### src/rtl/conv_layer_output_interface.sv
// Buffers conv-layer feature rows in a small row FIFO and streams them word by word
// into external feature RAM. Flags completion once the image is finished and fully drained.
module conv_layer_output_interface #(
  parameter int DATA_WIDTH   = 32,
  parameter int ARRAY_SIZE   = 6,
  parameter int ARRAY_WIDTH  = 3,
  parameter int WEIGHT_WIDTH = 3,
  parameter int ROWS_PER_MAP = 6,
  parameter int FIFO_DEPTH   = 4,
  parameter int ADDR_WIDTH   = 16,
  parameter int BASE_ADDR    = 0
) (
  input  logic                             clk,
  input  logic                             rst,
  input  logic                             feature_valid,
  input  logic [ARRAY_SIZE*DATA_WIDTH-1:0] feature_output,
  input  logic [WEIGHT_WIDTH-1:0]          feature_idx,
  input  logic [ARRAY_WIDTH-1:0]           feature_row,
  input  logic                             image_calc_fin,
  input  logic                             ext_ram_ready,
  output logic                             ext_ram_wr_en,
  output logic [ADDR_WIDTH-1:0]            ext_ram_addr,
  output logic [DATA_WIDTH-1:0]            ext_ram_data,
  output logic                             busy,
  output logic                             write_done,
  output logic                             overflow
);

  localparam int ROW_W   = ARRAY_SIZE * DATA_WIDTH;
  localparam int ENTRY_W = WEIGHT_WIDTH + ARRAY_WIDTH + ROW_W;
  localparam int PTR_W   = (FIFO_DEPTH > 1) ? $clog2(FIFO_DEPTH) : 1;
  localparam int CNT_W   = $clog2(FIFO_DEPTH + 1);
  localparam int COL_W   = (ARRAY_SIZE > 1) ? $clog2(ARRAY_SIZE) : 1;

  typedef enum logic [0:0] {
    ST_IDLE  = 1'b0,
    ST_WRITE = 1'b1
  } state_t;

  state_t                  state_q, state_d;
  logic [ENTRY_W-1:0]      mem_q [FIFO_DEPTH];
  logic [ENTRY_W-1:0]      mem_d [FIFO_DEPTH];
  logic [PTR_W-1:0]        wr_ptr_q, wr_ptr_d;
  logic [PTR_W-1:0]        rd_ptr_q, rd_ptr_d;
  logic [CNT_W-1:0]        count_q, count_d;
  logic [ROW_W-1:0]        row_data_q, row_data_d;
  logic [COL_W-1:0]        col_q, col_d;
  logic                    wr_en_q, wr_en_d;
  logic [ADDR_WIDTH-1:0]   addr_q, addr_d;
  logic [DATA_WIDTH-1:0]   data_q, data_d;
  logic                    pending_fin_q, pending_fin_d;
  logic                    write_done_q, write_done_d;
  logic                    busy_q, busy_d;
  logic                    overflow_q, overflow_d;

  logic                    empty_s, full_s, accept_s, last_s;
  logic                    pop_s, push_s, drop_s, fin_s, done_s;
  logic [ENTRY_W-1:0]      head_s;
  logic [WEIGHT_WIDTH-1:0] head_idx_s;
  logic [ARRAY_WIDTH-1:0]  head_row_s;
  logic [ROW_W-1:0]        head_data_s;

  // First word address of a row; 32-bit intermediate then truncated so the result wraps.
  function automatic logic [ADDR_WIDTH-1:0] row_addr(input logic [WEIGHT_WIDTH-1:0] idx,
                                                     input logic [ARRAY_WIDTH-1:0]  row);
    logic [31:0] lin;
    lin = (32'(idx) * 32'(ROWS_PER_MAP) + 32'(row)) * 32'(ARRAY_SIZE) + 32'(BASE_ADDR);
    return lin[ADDR_WIDTH-1:0];
  endfunction

  // Lane 0 sits in the most significant word of the row.
  function automatic logic [DATA_WIDTH-1:0] lane_word(input logic [ROW_W-1:0] row,
                                                      input logic [COL_W-1:0] col);
    logic [DATA_WIDTH-1:0] w;
    w = {DATA_WIDTH{1'b0}};
    for (int k = 0; k < ARRAY_SIZE; k++) begin
      if (col == COL_W'(k)) begin
        w = row[(ARRAY_SIZE-1-k)*DATA_WIDTH +: DATA_WIDTH];
      end
    end
    return w;
  endfunction

  assign empty_s     = (count_q == CNT_W'(0));
  assign full_s      = (count_q == CNT_W'(FIFO_DEPTH));
  assign head_s      = mem_q[rd_ptr_q];
  assign head_idx_s  = head_s[ENTRY_W-1 -: WEIGHT_WIDTH];
  assign head_row_s  = head_s[ROW_W +: ARRAY_WIDTH];
  assign head_data_s = head_s[ROW_W-1:0];
  assign accept_s    = (state_q == ST_WRITE) && wr_en_q && ext_ram_ready;
  assign last_s      = (col_q == COL_W'(ARRAY_SIZE - 1));
  // A pop frees a slot at the same edge, so a full FIFO can still take a row then.
  assign pop_s       = !empty_s && ((state_q == ST_IDLE) || (accept_s && last_s));
  assign push_s      = feature_valid && (!full_s || pop_s);
  assign drop_s      = feature_valid && full_s && !pop_s;

  // Next-state logic for the FIFO, the row writer and the completion tracker.
  always_comb begin
    state_d       = state_q;
    mem_d         = mem_q;
    wr_ptr_d      = wr_ptr_q;
    rd_ptr_d      = rd_ptr_q;
    count_d       = count_q;
    row_data_d    = row_data_q;
    col_d         = col_q;
    wr_en_d       = wr_en_q;
    addr_d        = addr_q;
    data_d        = data_q;
    overflow_d    = overflow_q | drop_s;

    if (push_s) begin
      mem_d[wr_ptr_q] = {feature_idx, feature_row, feature_output};
      wr_ptr_d        = wr_ptr_q + PTR_W'(1);
    end else begin
      wr_ptr_d = wr_ptr_q;
    end

    if (pop_s) begin
      rd_ptr_d = rd_ptr_q + PTR_W'(1);
    end else begin
      rd_ptr_d = rd_ptr_q;
    end

    case ({push_s, pop_s})
      2'b10:   count_d = count_q + CNT_W'(1);
      2'b01:   count_d = count_q - CNT_W'(1);
      default: count_d = count_q;
    endcase

    case (state_q)
      ST_IDLE: begin
        if (pop_s) begin
          state_d    = ST_WRITE;
          row_data_d = head_data_s;
          col_d      = COL_W'(0);
          wr_en_d    = 1'b1;
          addr_d     = row_addr(head_idx_s, head_row_s);
          data_d     = lane_word(head_data_s, COL_W'(0));
        end else begin
          wr_en_d = 1'b0;
        end
      end
      ST_WRITE: begin
        if (accept_s && last_s && pop_s) begin
          row_data_d = head_data_s;
          col_d      = COL_W'(0);
          addr_d     = row_addr(head_idx_s, head_row_s);
          data_d     = lane_word(head_data_s, COL_W'(0));
        end else if (accept_s && last_s) begin
          state_d = ST_IDLE;
          wr_en_d = 1'b0;
        end else if (accept_s) begin
          col_d  = col_q + COL_W'(1);
          addr_d = addr_q + ADDR_WIDTH'(1);
          data_d = lane_word(row_data_q, col_q + COL_W'(1));
        end else begin
          wr_en_d = 1'b1;
        end
      end
      default: begin
        state_d = ST_IDLE;
        wr_en_d = 1'b0;
      end
    endcase

    busy_d = (count_d != CNT_W'(0)) || (state_d == ST_WRITE);

    // Done is decided on the post-edge view, so it shows the cycle the writer goes quiet.
    fin_s         = pending_fin_q || image_calc_fin;
    done_s        = fin_s && (count_d == CNT_W'(0)) && (state_d == ST_IDLE);
    write_done_d  = done_s;
    pending_fin_d = fin_s && !done_s;
  end

  // Row storage; contents are qualified by the pointers, so no reset is needed.
  always_ff @(posedge clk) begin
    mem_q <= mem_d;
  end

  // Control state and registered outputs.
  always_ff @(posedge clk) begin
    if (rst) begin
      state_q       <= ST_IDLE;
      wr_ptr_q      <= PTR_W'(0);
      rd_ptr_q      <= PTR_W'(0);
      count_q       <= CNT_W'(0);
      row_data_q    <= ROW_W'(0);
      col_q         <= COL_W'(0);
      wr_en_q       <= 1'b0;
      addr_q        <= ADDR_WIDTH'(0);
      data_q        <= DATA_WIDTH'(0);
      pending_fin_q <= 1'b0;
      write_done_q  <= 1'b0;
      busy_q        <= 1'b0;
      overflow_q    <= 1'b0;
    end else begin
      state_q       <= state_d;
      wr_ptr_q      <= wr_ptr_d;
      rd_ptr_q      <= rd_ptr_d;
      count_q       <= count_d;
      row_data_q    <= row_data_d;
      col_q         <= col_d;
      wr_en_q       <= wr_en_d;
      addr_q        <= addr_d;
      data_q        <= data_d;
      pending_fin_q <= pending_fin_d;
      write_done_q  <= write_done_d;
      busy_q        <= busy_d;
      overflow_q    <= overflow_d;
    end
  end

  assign ext_ram_wr_en = wr_en_q;
  assign ext_ram_addr  = addr_q;
  assign ext_ram_data  = data_q;
  assign busy          = busy_q;
  assign write_done    = write_done_q;
  assign overflow      = overflow_q;

endmodule

### config.mk
export PLATFORM = sky130hd
export DESIGN_NAME = conv_layer_output_interface
export DESIGN_NICKNAME = d
export VERILOG_FILES = /design/src/rtl/conv_layer_output_interface.sv
export SDC_FILE = /design/constraint.sdc
export NUM_CORES = 1
export LEC_CHECK = 0
export ABC_CLOCK_PERIOD_IN_PS = 6600
export BUFFER_PORTS_ARGS = -buffer_cell sky130_fd_sc_hd__buf_2
export CORE_ASPECT_RATIO = 0.7
export CORE_UTILIZATION = 45
export CTS_BUF_LIST = sky130_fd_sc_hd__clkbuf_4
export DETAILED_ROUTE_END_ITERATION = 16
export PLACE_DENSITY_LB_ADDON = 0.3
export SLEW_MARGIN = 15
export SYNTH_ARGS = -nofsm -noshare
export SYNTH_HDL_FRONTEND = slang
export SYNTH_SLANG_ARGS = --single-unit
### constraint.sdc
create_clock -name clk -period 6.6 [get_ports clk]
set_input_delay 0 -clock clk [delete_from_list [all_inputs] [get_ports clk]]
set_output_delay 0 -clock clk [all_outputs]
set_load 0.005 [all_outputs]
==> results of run 1 <==
[routing by layer]
layer,GRT usage,share of wire
met5,0,0.00042
met4,0.0822,0.021
met3,0.0549,0.092
met2,0.359,0.45
met1,0.351,0.44
[path summary, 6_finish.rpt]
check,from,endpoint,slack (ps)
min,feature_output[119],mem_q[515]$_DFFE_PP_,170
max,col_q[1]$_SDFFE_PP0P_,mem_q[501]$_DFFE_PP_,2700
max reg2reg,col_q[1]$_SDFFE_PP0P_,mem_q[501]$_DFFE_PP_,2700
min reg2reg,row_data_q[143]$_SDFFE_PP0P_,row_data_q[143]$_SDFFE_PP0P_,460
[synth_stat cells (all sizes together) (19+ instances only)]
cell type / instances
edfxtp: 792
nand2: 471
a21oi: 281
dfxtp: 256
mux4: 198
buf: 91
clkbuf: 80
nor2: 55
a211oi: 32
nor2b: 31
nand3: 30
a221oi: 29
o31ai: 28
o211ai: 27
ha: 23
inv: 19
[worst max-delay path: cells and delay by family, from the launching register on]
family / cells / cell delay [ps]
AO/OA/AOI/OAI: 1 / 320
adder cells (fa/ha/maj): 1 / 180
buffers and inverters: 3 / 1190
flip-flops: 1 / 360
AND/OR/NAND/NOR: 3 / 1180
[metrics by stage]
stage / util / setup WS, ps / cells / area [sq um] / total power [W]
2_1_floorplan: - / 184 / 2564 / 40100 / 0.0127
3_3_place_gp: 0.481 / 2770 / 3838 / 42500 / 0.0145
3_5_place_dp: 0.481 / 2660 / 3838 / 42500 / 0.0146
4_1_cts: 0.565 / 2610 / 4688 / 49800 / 0.0202
5_1_grt: 0.565 / 2390 / 4694 / 49800 / 0.0212
6_report: 0.565 / 2700 / 4697 / 49900 / 0.0201
[cells by family (layout without fill, tap and decap cells)]
| logic type | count (synthesis) | after routing | share of synthesized area |
|---|---|---|---|
| DFF | 1048 | 1048 | 0.720 |
| and+or+nand+nor | 633 | 633 | 0.0653 |
| AOI/OAI and AO/OA | 446 | 446 | 0.0678 |
| muxes | 199 | 199 | 0.111 |
| buffers and inverters | 190 | 1152 | 0.0212 |
| adders and majority gates | 27 | 27 | 0.00917 |
| xor gates and xnor gates | 21 | 21 | 0.00477 |
| other | 0 | 9 | 0 |
[power groups by stage]
stage               logic [W]  clock network [W]  registers [W]
floorplan             0.00407                  0        0.00865
global placement      0.00563                  0        0.00883
detailed placement    0.00578                  0        0.00887
CTS                   0.00600            0.00542        0.00873
global route          0.00657            0.00575        0.00883
finish                0.00604            0.00532        0.00875
[timing repair]
item                       CTS  global route
hold buffers               409             0
hold endpoints to repair  1781             0
gates resized for setup      0             0
[cells in the final DEF (no fill, tap or decap), drive strengths merged, types with 3 or more instances in the layout]
| cell | synthesis | final |
|---|---|---|
| o21ai | 18 | 18 |
| mux4 | 198 | 198 |
| bufinv | 0 | 5 |
| buf | 91 | 283 |
| o31ai | 28 | 28 |
| nor2 | 55 | 55 |
| a221oi | 29 | 29 |
| a21o | 8 | 8 |
| edfxtp | 792 | 792 |
| and3 | 5 | 5 |
| nand4 | 4 | 4 |
| nor2b | 31 | 31 |
| nand3b | 10 | 10 |
| inv | 19 | 24 |
| dfxtp | 256 | 256 |
| and2 | 6 | 6 |
| nand3 | 30 | 30 |
| xor2 | 7 | 7 |
| nor3 | 10 | 10 |
| clkbuf | 80 | 379 |
| diode | 0 | 9 |
| a21oi | 281 | 281 |
| o211ai | 27 | 27 |
| nand2 | 471 | 471 |
| o21a | 3 | 3 |
| a31oi | 6 | 6 |
| xnor2 | 14 | 14 |
| clkinv | 0 | 52 |
| ha | 23 | 23 |
| a211oi | 32 | 32 |
| dlygate4sd3 | 0 | 408 |
| fa | 4 | 4 |
[state kept, by name, indices dropped and copies added (netlist names)]
name           cells
pending_fin_q      1
row_data_q       192
state_q            1
overflow           1
write_done         1
busy               1
mem_q            792
rd_ptr_q           2
count_q            3
ext_ram_addr      16
col_q              3
wr_ptr_q           2
ext_ram_wr_en      1
ext_ram_data      32
[layout make-up]
class | count | area (sq um)
antenna | 9 | 22.5
clock buffer | 378 | 2840
clock inverter | 63 | 389
fill | 7031 | 38400
inverter | 19 | 76.3
multi-input combinational | 1326 | 10400
sequential | 1048 | 28900
tap | 1162 | 1450
timing repair buffer | 692 | 5730
==> results.md, run 1 <==
* Status: completed
* Final min period at 3900 ps
* Via/cell ratio at 5.51
* Number of synthesized flops with an enable pin at 792
* Slew @ Worst Pin at 1180 ps
* Gp weighted congestion at 0.850
* Final setup viols at 0
* Core box area at 88200 sq um
* First-pass iteration count of the detailed router at 6
* IO buf count at 254
* Site row count at 91
* Area leader, netlist: edfxtp_1
* Flops & latches, synth at 1048
* Worst hold path depth at 3
* Max-cap violations at 0
* Global Route Usage Sum at 0.241
* Hold WC Path Type: input port to flip-flop
* Die ar. at 90400 sq um
* Comb pwr share at 0.301
* Post-synthesis sequential area ratio at 0.720
* Sw Pwr at 0.00698 W
* Detailed Place HPWL at 65900 um
* Share of cells above drive strength 1 at 0.258
* Max Freq at 257 MHz
* Clk_skew at 78.0 ps
* Detailed Route WL at 109000 um
* RSZ-0062 raised after global routing: false
* Top-area cell type share of the netlist area at 0.593
* Startpoint types: flip-flop
* R2r worst-path depth at 8
* Clk root buf: clkbuf_4
* Internal Pwr Total at 0.0131 W
* Slew HR at 0.213
* Seq pwr share at 0.435
* CP max stage delay at 580 ps
* Yosys cell types at 57
* Final worst path period share at 0.591
* Synth area leaders: edfxtp_1 (59%), dfxtp_1 (13%), mux4_2 (11%)
* Leak at 17.1 nW
* CP max stage cell: buf_4
* Synth warn at 0
* CP Class: flip-flop to flip-flop
* Maximum level of the CTS H-tree at 4
* CTS tree: done
* Crit Path Max Fanout at 103
* Post-route setup TNS at 0 ps
* Initial Util at 0.455
* Antenna Nets Post-Route at 0
* Clk slew on worst S/H paths at 70 ps
* Critical path, cell by cell: inv_1 > ha_2 > buf_4 > nand4_1 > and2_1 > a31oi_4 > and2_4 > buf_12
* Cell Area, Synth at 40100 sq um
* Postcts setup bufs at 0
* Net Count, Synth at 2794
* Sw frac at 0.347
* Clock power share at 0.265
* Final slew viol count at 0
* Sink Count at 1048
* Required @ worst endpoint at 7330 ps
* Post-DR wirelength/cell at 23.1 um
* Die height at 252 um
* Post-Syn Area per Cell at 15.7 sq um
* Critical Path Sink Type: flip-flop
* Post-synthesis cell count at 2564
* Ys flop type: edfxtp_1
* Clock tree buffer depth at 3
* Hold Vio Cnt, Final at 0
* Io pins at 255
* Total Nets Final at 3551
* Asr flop ratio synth at 0
* Worst VDD drop at 0.000353 V
* Power Dens Cells at 403 nW/um^2
* Largest net degree at the start of global routing at 126
* Skew-Pair Late Insertion Delay at 1140 ps
* Overflow after GRT at 0
* Vias in the first global route at 26.0k
* First-pass GRT wire length at 162000 um
* DR iter-0 viols at 3438
* Hold WS at 166 ps
* Area Overhead vs Synth at 24.2%
* Antenna violations before repair at 9
* DR vias at 25.9k
* Arrival @ worst endpoint at 4630 ps
* Die Width at 359 um
* Drt drc at 0
* TritonCTS buffer count at 234
(Power assumes the default switching activity.)
==> inputs of run 2 (changes only) <==
Settings changed: ABC_CLOCK_PERIOD_IN_PS 6600 to 3300.
Clock period 6.6 ns to 3.3 ns, I/O delays scaled along.
==> results.md, run 2 (synthesis gave the netlist of run 1 again) <==
* TritonCTS buffer count at 239 (+2.1%)
* CTS tree: done
* Power Dens Cells at 812 nW/um^2 (+100%)
* DR vias at 26.2k (+1.1%)
* Dpl cells at 3876 (+0.99%)
* Clock power share at 0.258 (-0.007)
* Max-cap violations at 0 (unchanged)
* Die ar. at 90400 sq um (unchanged)
* Final min period at 3230 ps (-669 ps)
* Fillcell total at 6948 (-1.2%)
* Antenna violations before repair at 13 (+4)
* Clock tree buffer depth at 3 (unchanged)
* Clk_skew at 65.5 ps (-12.5 ps)
* Skew-Pair Late Insertion Delay at 1180 ps (+40 ps)
* Overflow after GRT at 0 (unchanged)
* Detailed Route WL at 110000 um (+1.2%)
* Via/cell ratio at 5.50 (-0.17%)
* Area of the multi-input gates at 10600 sq um (+1.3%)
* Seq pwr share at 0.423 (-0.012)
* Area Overhead vs Synth at 26.3%
* Post-route setup TNS at 0 ps (unchanged)
* Largest net degree at the start of global routing at 193 (+53%)
* Slew HR at 0.270 (+0.0574)
* Leak at 17.4 nW (+2.0%)
* Antenna Nets Post-Route at 0 (unchanged)
* Initial Util at 0.455 (unchanged)
* Detailed Place HPWL at 68100 um (+3.4%)
* Final slew viol count at 0 (unchanged)
* Clk slew on worst S/H paths at 80 ps (about the same)
* Total Nets Final at 3603 (+1.5%)
* CP Class: flip-flop to flip-flop
* Crit Path Max Fanout at 5 (-95%)
* Startpoint types: flip-flop
* Global Route Usage Sum at 0.244 (+0.00283)
* Max Freq at 310 MHz (+21%)
* Clk root buf: clkbuf_4
* Slew @ Worst Pin at 1090 ps (-86.1 ps)
* DR iter-0 viols at 2922 (-15%)
* Vias in the first global route at 26.2k (+0.74%)
* Register area at 28900 sq um (unchanged)
* Most frequent cells in the layout: edfxtp_1 (792), nand2_1 (470), dlygate4sd3_1 (409), clkbuf_4 (367), a21oi_1 (280)
* Sw frac at 0.348 (+0.000868)
* Max FFs per register at 792 (unchanged)
* Hold Vio Cnt, Final at 0 (unchanged)
* Maximum level of the CTS H-tree at 4 (unchanged)
* Site row count at 91 (unchanged)
* Die height at 252 um (unchanged)
* Post-DR wirelength/cell at 23.1 um (about the same)
* Hold WS at 130 ps (-36.1 ps)
* Final cell count without fillers at 4759 (+1.3%)
* Final core occ at 0.575 (+0.00961)
* Core box area at 88200 sq um (unchanged)
* Share of cells above drive strength 1 at 0.271 (+0.0130)
* Sw Pwr at 0.0143 W (+110%)
* Gp weighted congestion at 0.847 (-0.45%)
* Io pins at 255 (unchanged)
* Sink Count at 1048 (unchanged)
* First-pass iteration count of the detailed router at 5 (-1)
* Drt drc at 0 (unchanged)
* First-pass GRT wire length at 164000 um (+1.3%)
* Worst VDD drop at 0.00122 V (+250%)
* Final worst path period share at 0.978 (+0.388)
* Die Width at 359 um (unchanged)
* Most common cell after layout, fill and taps aside: edfxtp_1
* Comb pwr share at 0.319 (+0.018)
* Internal Pwr Total at 0.0269 W (+100%)
* Hold WC Path Type: input port to flip-flop
* Required @ worst endpoint at 4320 ps (-3010 ps)
* Biggest register: mem_q
* Arrival @ worst endpoint at 4250 ps (-380 ps)
* Critical Path Sink Type: flip-flop
* Final setup viols at 0 (unchanged)
* IO buf count at 254 (unchanged)
* Status: completed
run 2: cell count changes in the layout (fill, tap and decap cells not counted), moves of 3 or more:
cell	previous run	this run
a211oi_1	22	19
fa_2	0	3
buf_4	19	42
ha_1	20	15
clkbuf_4	378	367
buf_12	9	32
clkinv_1	45	62
a211oi_2	10	13
inv_6	2	6
ha_4	1	6
fa_1	4	1
run 2: stage by stage:
stage / total power, W / setup WS, ps / area, sq um
2_1_floorplan: 0.0253 / -897 / 40100
3_3_place_gp: 0.0292 / 61.0 / 43100
3_5_place_dp: 0.0295 / -97.3 / 43100
4_1_cts: 0.0407 / 21.8 / 50500
5_1_grt: 0.0432 / -13.9 / 50700
6_report: 0.0412 / 71.5 / 50700
run 2: worst paths after layout:
check / startpoint / to / slack [ps] / depth (start not counted)
min: ext_ram_ready / ext_ram_data[25]$_SDFFE_PP0P_ / 130 / 6
max reg2reg: rd_ptr_q[0]$_SDFFE_PP0P_ / ext_ram_addr[9]$_SDFFE_PP0P_ / 70 / 12
max: rd_ptr_q[0]$_SDFFE_PP0P_ / ext_ram_addr[9]$_SDFFE_PP0P_ / 70 / 12
min reg2reg: row_data_q[114]$_SDFFE_PP0P_ / row_data_q[114]$_SDFFE_PP0P_ / 460 / 2
run 2: final cells by class:
| type | count | share of cell area |
|---|---|---|
| well taps | 1162 | 0.0287 |
| inverters | 19 | 0.00151 |
| repair buffers | 739 | 0.126 |
| flip-flops and latches | 1048 | 0.570 |
| diodes | 11 | 0.000543 |
| multi-input cells | 1326 | 0.208 |
| clock buffers | 367 | 0.0543 |
| clock inverters | 87 | 0.0102 |
run 2: repair_timing:
action,CTS,global route
endpoints found under the setup margin,4,5
pin swaps,2,8
hold buffers,410,0
gates resized for setup,5,20
hold endpoints to repair,1840,0
setup buffers,2,6
run 2: power groups by stage:
stage,Combinational (W),Clock [W],Sequential (W)
6_report,0.0131,0.0106,0.0174
3_5_place_dp,0.0118,0,0.0177
2_1_floorplan,0.00815,0,0.0172
3_3_place_gp,0.0116,0,0.0176
4_1_cts,0.0124,0.0109,0.0174
5_1_grt,0.0142,0.0115,0.0176
run 2: critical path, cell delays in order, from the launching register on:
cell and delay, ps:
dfxtp_4 390, mux4_2 560, ha_4 180, inv_1 80, fa_2 490, nor2_4 150, xor2_2 230, ha_4 250
o21ai_1 110, o21bai_1 90, a21o_1 220, a211oi_2 260, o41ai_2 90
run 2: per-layer routing:
| layer | part of all wire | track usage | vias to the layer above |
|---|---|---|---|
| met5 | 0.00067 | 0 | - |
| met4 | 0.018 | 0.0776 | 10 |
| met3 | 0.10 | 0.0602 | 134 |
| met2 | 0.46 | 0.366 | 1270 |
| met1 | 0.42 | 0.352 | 13150 |
| li1 | - | - | 11593 |
